--- src/rtl/sim_run_pkg.sv ---
// Shared types and default constants for the simulation run sequencer.
// States are encoded IDLE=0 through TMO=5.
package sim_run_pkg;

    localparam int STATE_W         = 3;
    localparam int DEF_CH          = 4;
    localparam int DEF_RST_START   = 4;
    localparam int DEF_RST_LEN     = 4;
    localparam int DEF_CNT_W       = 32;
    localparam int DEF_TIMEOUT     = 1000000;

    typedef enum logic [STATE_W-1:0] {
        S_IDLE = 3'd0,
        S_PRE  = 3'd1,
        S_RST  = 3'd2,
        S_RUN  = 3'd3,
        S_DONE = 3'd4,
        S_TMO  = 3'd5
    } state_e;

endpackage

--- src/rtl/sim_run_sequencer_if.sv ---
// Control/status bundle between the bench controller (master) and the run sequencer (slave).
interface sim_run_sequencer_if
    import sim_run_pkg::*;
#(
    parameter int CH    = DEF_CH,
    parameter int CNT_W = DEF_CNT_W
);

    logic             enable;
    logic [CH-1:0]    ch_mask;
    logic [CH-1:0]    finish_flag;
    logic             dut_reset;
    logic [CH-1:0]    run_req;
    logic [CNT_W-1:0] cycles;
    logic [CH-1:0]    finished;
    logic             done;
    logic             timeout;
    logic             busy;

    modport master (
        output enable, ch_mask, finish_flag,
        input  dut_reset, run_req, cycles, finished, done, timeout, busy
    );

    modport slave (
        input  enable, ch_mask, finish_flag,
        output dut_reset, run_req, cycles, finished, done, timeout, busy
    );

endinterface

--- src/rtl/sim_run_finish_latch.sv ---
// Sticky per-channel finish latch; all_done reports whether the latched flags,
// together with this cycle's flags, cover every masked channel.
module sim_run_finish_latch #(
    parameter int CH = 4
) (
    input  logic          clk,
    input  logic          reset,
    input  logic          clear,
    input  logic          latch_en,
    input  logic [CH-1:0] mask,
    input  logic [CH-1:0] flags,
    output logic [CH-1:0] finished,
    output logic          all_done
);

    logic [CH-1:0] finished_q;
    logic [CH-1:0] finished_d;
    logic [CH-1:0] seen;

    always_comb begin
        seen       = finished_q | (flags & mask & {CH{latch_en}});
        finished_d = clear ? '0 : seen;
    end

    always_ff @(posedge clk or negedge reset) begin
        if (!reset) begin
            finished_q <= '0;
        end else begin
            finished_q <= finished_d;
        end
    end

    assign finished = finished_q;
    assign all_done = ((seen & mask) == mask);

endmodule

--- src/rtl/sim_run_sequencer.sv ---
// Run sequencer: DUT reset pulse, per-channel run requests, finish aggregation and watchdog.
// Optional macro SIM_RUN_SEQ_FINISH_EN ends the simulation itself on DONE/TMO.
module sim_run_sequencer
    import sim_run_pkg::*;
#(
    parameter int CH        = DEF_CH,
    parameter int RST_START = DEF_RST_START,
    parameter int RST_LEN   = DEF_RST_LEN,
    parameter int CNT_W     = DEF_CNT_W,
    parameter int TIMEOUT   = DEF_TIMEOUT
) (
    input logic                clk,
    input logic                reset,
    sim_run_sequencer_if.slave bus
);

    localparam int TIMER_W = $clog2((RST_START > RST_LEN) ? RST_START : RST_LEN) + 1;
    localparam logic [TIMER_W-1:0] PRE_LAST = TIMER_W'(RST_START - 1);
    localparam logic [TIMER_W-1:0] RST_LAST = TIMER_W'(RST_LEN - 1);
    localparam logic [CNT_W-1:0]   TMO_LAST = CNT_W'(TIMEOUT - 1);

    state_e           state_q, state_d;
    logic [TIMER_W-1:0] timer_q, timer_d;
    logic [CH-1:0]    mask_q, mask_d;
    logic [CNT_W-1:0] cycles_q, cycles_d;
    logic             dut_reset_q, dut_reset_d;
    logic [CH-1:0]    run_req_q, run_req_d;
    logic             done_q, done_d;
    logic             timeout_q, timeout_d;
    logic             busy_q, busy_d;
    logic             latch_clr;
    logic             latch_en;
    logic             all_done;
    logic [CH-1:0]    finished;

    sim_run_finish_latch #(.CH(CH)) u_finish_latch (
        .clk      (clk),
        .reset    (reset),
        .clear    (latch_clr),
        .latch_en (latch_en),
        .mask     (mask_q),
        .flags    (bus.finish_flag),
        .finished (finished),
        .all_done (all_done)
    );

    always_comb begin
        state_d   = state_q;
        timer_d   = timer_q;
        mask_d    = mask_q;
        cycles_d  = cycles_q;
        done_d    = done_q;
        timeout_d = timeout_q;
        latch_clr = 1'b0;
        latch_en  = 1'b0;

        case (state_q)
            S_IDLE: begin
                if (bus.enable) begin
                    mask_d    = bus.ch_mask;
                    timer_d   = '0;
                    cycles_d  = '0;
                    done_d    = 1'b0;
                    timeout_d = 1'b0;
                    latch_clr = 1'b1;
                    if (bus.ch_mask == '0) begin
                        state_d = S_DONE;
                        done_d  = 1'b1;
                    end else begin
                        state_d = S_PRE;
                    end
                end
            end
            S_PRE: begin
                if (!bus.enable) begin
                    state_d = S_IDLE;
                end else if (timer_q == PRE_LAST) begin
                    state_d = S_RST;
                    timer_d = '0;
                end else begin
                    timer_d = timer_q + 1'b1;
                end
            end
            S_RST: begin
                if (!bus.enable) begin
                    state_d = S_IDLE;
                end else if (timer_q == RST_LAST) begin
                    state_d = S_RUN;
                    timer_d = '0;
                end else begin
                    timer_d = timer_q + 1'b1;
                end
            end
            S_RUN: begin
                if (!bus.enable) begin
                    state_d = S_IDLE;
                end else begin
                    latch_en = 1'b1;
                    if (cycles_q != '1) begin
                        cycles_d = cycles_q + 1'b1;
                    end
                    // Completion is checked first so it beats a watchdog expiry in the same cycle.
                    if (all_done) begin
                        state_d = S_DONE;
                        done_d  = 1'b1;
                    end else if ((TIMEOUT != 0) && (cycles_q == TMO_LAST)) begin
                        state_d   = S_TMO;
                        timeout_d = 1'b1;
                    end
                end
            end
            S_DONE, S_TMO: begin
                if (!bus.enable) begin
                    state_d   = S_IDLE;
                    done_d    = 1'b0;
                    timeout_d = 1'b0;
                end
            end
            default: state_d = S_IDLE;
        endcase

        dut_reset_d = (state_d == S_RST);
        run_req_d   = (state_d == S_RUN) ? mask_d : '0;
        busy_d      = (state_d != S_IDLE);
    end

    always_ff @(posedge clk or negedge reset) begin
        if (!reset) begin
            state_q     <= S_IDLE;
            timer_q     <= '0;
            mask_q      <= '0;
            cycles_q    <= '0;
            dut_reset_q <= 1'b0;
            run_req_q   <= '0;
            done_q      <= 1'b0;
            timeout_q   <= 1'b0;
            busy_q      <= 1'b0;
        end else begin
            state_q     <= state_d;
            timer_q     <= timer_d;
            mask_q      <= mask_d;
            cycles_q    <= cycles_d;
            dut_reset_q <= dut_reset_d;
            run_req_q   <= run_req_d;
            done_q      <= done_d;
            timeout_q   <= timeout_d;
            busy_q      <= busy_d;
        end
    end

    assign bus.dut_reset = dut_reset_q;
    assign bus.run_req   = run_req_q;
    assign bus.cycles    = cycles_q;
    assign bus.finished  = finished;
    assign bus.done      = done_q;
    assign bus.timeout   = timeout_q;
    assign bus.busy      = busy_q;

`ifdef SIM_RUN_SEQ_FINISH_EN
    state_e prev_q;

    always_ff @(posedge clk) begin
        prev_q <= state_q;
        if (state_q == S_DONE && prev_q != S_DONE) begin
            $write("end %0d\n", cycles_q);
            $finish;
        end
        if (state_q == S_TMO && prev_q != S_TMO) begin
            $write("timeout %b\n", finished);
            $finish;
        end
    end
`else
    // Synthesizable build: the surrounding bench observes done/timeout itself.
`endif

endmodule
--- src/flat_wrapper.sv ---
// flat-port wrapper written by rule: the top's interface ports become plain ports
module sim_run_sequencer_flat import sim_run_pkg::*;
#(
    parameter int CH        = DEF_CH,
    parameter int RST_START = DEF_RST_START,
    parameter int RST_LEN   = DEF_RST_LEN,
    parameter int CNT_W     = DEF_CNT_W,
    parameter int TIMEOUT   = DEF_TIMEOUT
)
  (clk, reset, bus_enable, bus_ch_mask, bus_finish_flag, bus_dut_reset, bus_run_req, bus_cycles, bus_finished, bus_done, bus_timeout, bus_busy);
  sim_run_sequencer_if #(.CH(CH), .CNT_W(CNT_W)) bus_i ();
  input logic clk;
  input logic reset;
  input wire logic [$bits(bus_i.enable)-1:0] bus_enable;
  input wire logic [$bits(bus_i.ch_mask)-1:0] bus_ch_mask;
  input wire logic [$bits(bus_i.finish_flag)-1:0] bus_finish_flag;
  output wire logic [$bits(bus_i.dut_reset)-1:0] bus_dut_reset;
  output wire logic [$bits(bus_i.run_req)-1:0] bus_run_req;
  output wire logic [$bits(bus_i.cycles)-1:0] bus_cycles;
  output wire logic [$bits(bus_i.finished)-1:0] bus_finished;
  output wire logic [$bits(bus_i.done)-1:0] bus_done;
  output wire logic [$bits(bus_i.timeout)-1:0] bus_timeout;
  output wire logic [$bits(bus_i.busy)-1:0] bus_busy;
  assign bus_i.enable = bus_enable;
  assign bus_i.ch_mask = bus_ch_mask;
  assign bus_i.finish_flag = bus_finish_flag;
  assign bus_dut_reset = bus_i.dut_reset;
  assign bus_run_req = bus_i.run_req;
  assign bus_cycles = bus_i.cycles;
  assign bus_finished = bus_i.finished;
  assign bus_done = bus_i.done;
  assign bus_timeout = bus_i.timeout;
  assign bus_busy = bus_i.busy;
  sim_run_sequencer #(.CH(CH), .RST_START(RST_START), .RST_LEN(RST_LEN), .CNT_W(CNT_W), .TIMEOUT(TIMEOUT)) u_core (.clk(clk), .reset(reset), .bus(bus_i));
endmodule
--- config.mk ---
export PLATFORM = sky130hd
export DESIGN_NAME = sim_run_sequencer_flat
export DESIGN_NICKNAME = d
export VERILOG_FILES = /design/src/rtl/sim_run_pkg.sv /design/src/rtl/sim_run_sequencer_if.sv /design/src/rtl/sim_run_finish_latch.sv /design/src/rtl/sim_run_sequencer.sv /design/src/flat_wrapper.sv
export SDC_FILE = /design/constraint.sdc
export NUM_CORES = 1
export LEC_CHECK = 0
export CORE_ASPECT_RATIO = 0.8
export CORE_MARGIN = 1
export CORE_UTILIZATION = 48
export CTS_CLUSTER_DIAMETER = 50
export CTS_CLUSTER_SIZE = 25
export DETAILED_ROUTE_END_ITERATION = 12
export PLACE_DENSITY = 0.86
export SKIP_LAST_GASP = 1
export SLEW_MARGIN = 20
export SYNTH_ARGS = -nofsm -noshare
export SYNTH_HDL_FRONTEND = slang
export SYNTH_SLANG_ARGS = --single-unit
--- constraint.sdc ---
create_clock -name clk -period 2.1 [get_ports clk]
set_input_delay 0.42 -clock clk [delete_from_list [all_inputs] [get_ports clk]]
set_output_delay 0.42 -clock clk [all_outputs]
set_load 0.005 [all_outputs]
==> reports/results.ini <==
[run_status]
status = finished with violations
violations = setup timing

[pwr]
power_switching_share = 0.291
p_sw_mw = 0.610
seq_power_share = 0.526
p_comb_frac = 0.173
peakVddDrop_uv = 506
p_int_mw = 1.49
power-per-cell-area_nw_per_um2 = 445
p_clk_frac = 0.301
p_leak_nw = 2.02

[cells_and_area]
drive_gt1_frac = 0.314
syn_to_final_growth_pct = 48.8
final_common_cell = buf_4
fin_util = 0.738
diodes = 0
mostFrequentLayoutCells = buf_4 (82), clkdlybuf4s50_1 (52), dfrtp_1 (51)
layout.nets = 493

[global_route]
grt_max_degree = 33
grt_pass1_vias = 3279
grt_pass1_wl_microns = 15900
grt_overflow = 0
grt_antenna_before_repair = 0
grt_use_total = 0.298

[detailed_routing]
postRouteWirelength_microns = 10900
drc = 0
viasPerCell = 6.38
vias = 3603
firstDrtPassIters = 4
wire_per_inst_microns = 19.2
ant_nets = 0
first_iter_violations = 365

[synth]
synth.avg_cell_area_sq_um = 9.22
yosysUniqueCellTypes = 60
synth_edf_count = 0
synth-seq-cells = 54
yosys-top-cells-area = dfrtp_1 (43%), a21oi_1 (5.1%), nand2_1 (3.9%)
synthFlopType = dfrtp_1
syn-cell-area_sq_um = 3160
synth_warnings = 0
seq_area_frac_synth = 0.427
synth_nets = 356
synth_top_cell_area_share = 0.427
synthArstFlopShare = 1.00
netlist.top_cell.by_area = dfrtp_1
synth_cells = 343

[timing]
fmax_ghz = 0.441
drv_slew = 0
min_period_ns = 2.27
tightestPinTransition_ns = 0.592
grt_setup_unrepaired = yes
hold_viol = 0
relSlewSlack = 0.605
setup_tns_ns = -0.503
timing.final.ws_setup_ns = -0.167
period_share = 1.08
skew_ns = 0.0139
setup_viol = 11

[critical_path]
worstPathCellList = xor2_2 -> nor4_4 -> nand4_1 -> buf_4 -> or4_1 -> a21oi_1
startpoint = u_core.state_q[1]
r2r_start = u_core.state_q[1]
required_ns = 2.34
path_buf_inv = 1
arrival_ns = 2.51
crit_type = reg -> reg
cp_slowest_cell = dfrtp_2
cpPeakStageDelay_ns = 0.47
end_kind = flip-flop
cpLargestDelayFamily = simple AND/OR/NAND/NOR gates
path_max_fanout = 5
critPathLaunchType = flip-flop

[clocking]
clk_latency_ns = 0.33
root_buffer = clkbuf_8
clockBufferDepth = 2
cts_max_level = 2
clk_pin_slew_ns = 0.10
cts_sinks = 54
cts_tree = done
holdBufCountCts = 0
cts_buffers = 5

[floorplan]
die_w_microns = 92.8
start_util = 0.496
std_cell_rows = 26
io_pins = 55
design.die.area_sq_um = 6920
die_h_microns = 74.6
coreArea_sq_um = 6380

[placement]
port_buffers = 54
dp_hpwl_microns = 7090
gp_congestion = 0.921

[hold_path]
hp-class = in -> async

[flow_run]
cap_violations = 0

## power groups by stage
stage	Clock (mW)	Sequential [mW]	Combinational, mW
after floorplan	0	1.11	0.166
after global placement	0	1.12	0.330
after detailed placement	0	1.12	0.343
after CTS	0.633	1.10	0.349
after global routing	0.674	1.11	0.397
final	0.630	1.10	0.363
## timing repair
action,in CTS,in global routing
gates resized for setup,12,36
setup endpoints to repair,17,34
buffers inserted,5,12
pin swaps,6,22
cloned,2,1
## per-layer routing
metal | part of all wire | global-route usage | wire length [microns] | up-vias
li1 | - | - | - | 1584
met5 | 0 | 0 | 0 | -
met3 | 0.089 | 0.0675 | 965 | 41
met2 | 0.46 | 0.453 | 5000 | 199
met1 | 0.42 | 0.417 | 4560 | 1779
met4 | 0.030 | 0.120 | 325 | 0
## final timing paths
check / end / depth (start not counted) / slack [ns]
worst max-delay path: u_core.bus.cycles[19] / 6 / -0.17
worst min-delay path: u_core.timer_q[2] / 1 / 0.09
worst max register to register: u_core.bus.cycles[19] / 6 / -0.17
worst min register to register: u_core.bus.timeout / 1 / 0.51
max in group asynchronous: u_core.state_q[1] / 2 / 1.42
min in group clk: u_core.bus.timeout / 1 / 0.51
## sequential cells by signal (all words and copies together) (netlist names)
register	count
u_core.timer_q	3
u_core.bus.busy	1
u_core.bus.done	1
u_core.bus.timeout	1
u_core.bus.dut_reset	1
u_core.mask_q	4
u_core.state_q	3
u_core.bus.cycles	32
u_core.u_finish_latch.finished	4
u_core.bus.run_req	4
## final cells by class
cell class / count / area (sq um)
fill: 426 / 1670
sequential: 54 / 1360
clock inverter: 3 / 25.0
multi-input combinational: 262 / 1800
clock buffer: 5 / 68.8
tap: 84 / 105
timing repair buffer: 149 / 1330
inverter: 8 / 30.0
## through the flow
step           hold WS (ns)  power [mW]  cells  area (sq um)  setup slack, ns
2_1_floorplan         0.124        1.28    343          3170          -0.0522
3_3_place_gp          0.441        1.45    538          4310           -0.364
3_5_place_dp          0.458        1.46    538          4310           -0.472
4_1_cts               0.110        2.08    553          4500         -0.00625
5_1_grt               0.132        2.18    565          4710           -0.261
6_report             0.0916        2.09    565          4710           -0.167
## worst register-to-register path: stages, from the launching register on
cell,delay [ns]
dfrtp_2,0.47
xor2_2,0.23
nor4_4,0.33
nand4_1,0.28
buf_4,0.24
or4_1,0.47
a21oi_1,0.18
## cells in the mapped netlist (2+ instances only)
cell and instances:
a211o_1 2, a211oi_1 2, a21oi_1 32, a221o_1 2
a31o_1 2, a31o_2 2, a31oi_1 6, and3_1 7
and4_1 4, and4b_1 2, buf_1 2, buf_2 4
buf_4 3, buf_6 4, clkbuf_1 6, dfrtp_1 54
ha_1 2, inv_1 8, nand2_1 33, nand2b_1 8
nand3_1 10, nand4_1 17, nand4b_1 2, nor2_1 16
nor2b_1 6, nor3_1 4, nor3b_1 4, nor4_1 8
nor4_4 2, nor4b_1 4, o21a_1 2, o21ai_0 23
o31ai_1 8, or2_2 2, or3_1 16, or4_1 9
or4_4 2
## cells by family (layout without fill, tap and decap cells)
| group | count (synthesis) | count (layout) | share of synthesized area |
|---|---|---|---|
| AOI/OAI and AO/OA | 89 | 89 | 0.174 |
| xor gates and xnor gates | 1 | 1 | 0.00277 |
| adders and majority gates | 3 | 3 | 0.0111 |
| buffers and inverters | 27 | 165 | 0.0467 |
| DFF | 54 | 54 | 0.427 |
| muxes | 1 | 1 | 0.00316 |
| and+or+nand+nor | 168 | 168 | 0.335 |
Power figures use the tool's default switching activity.
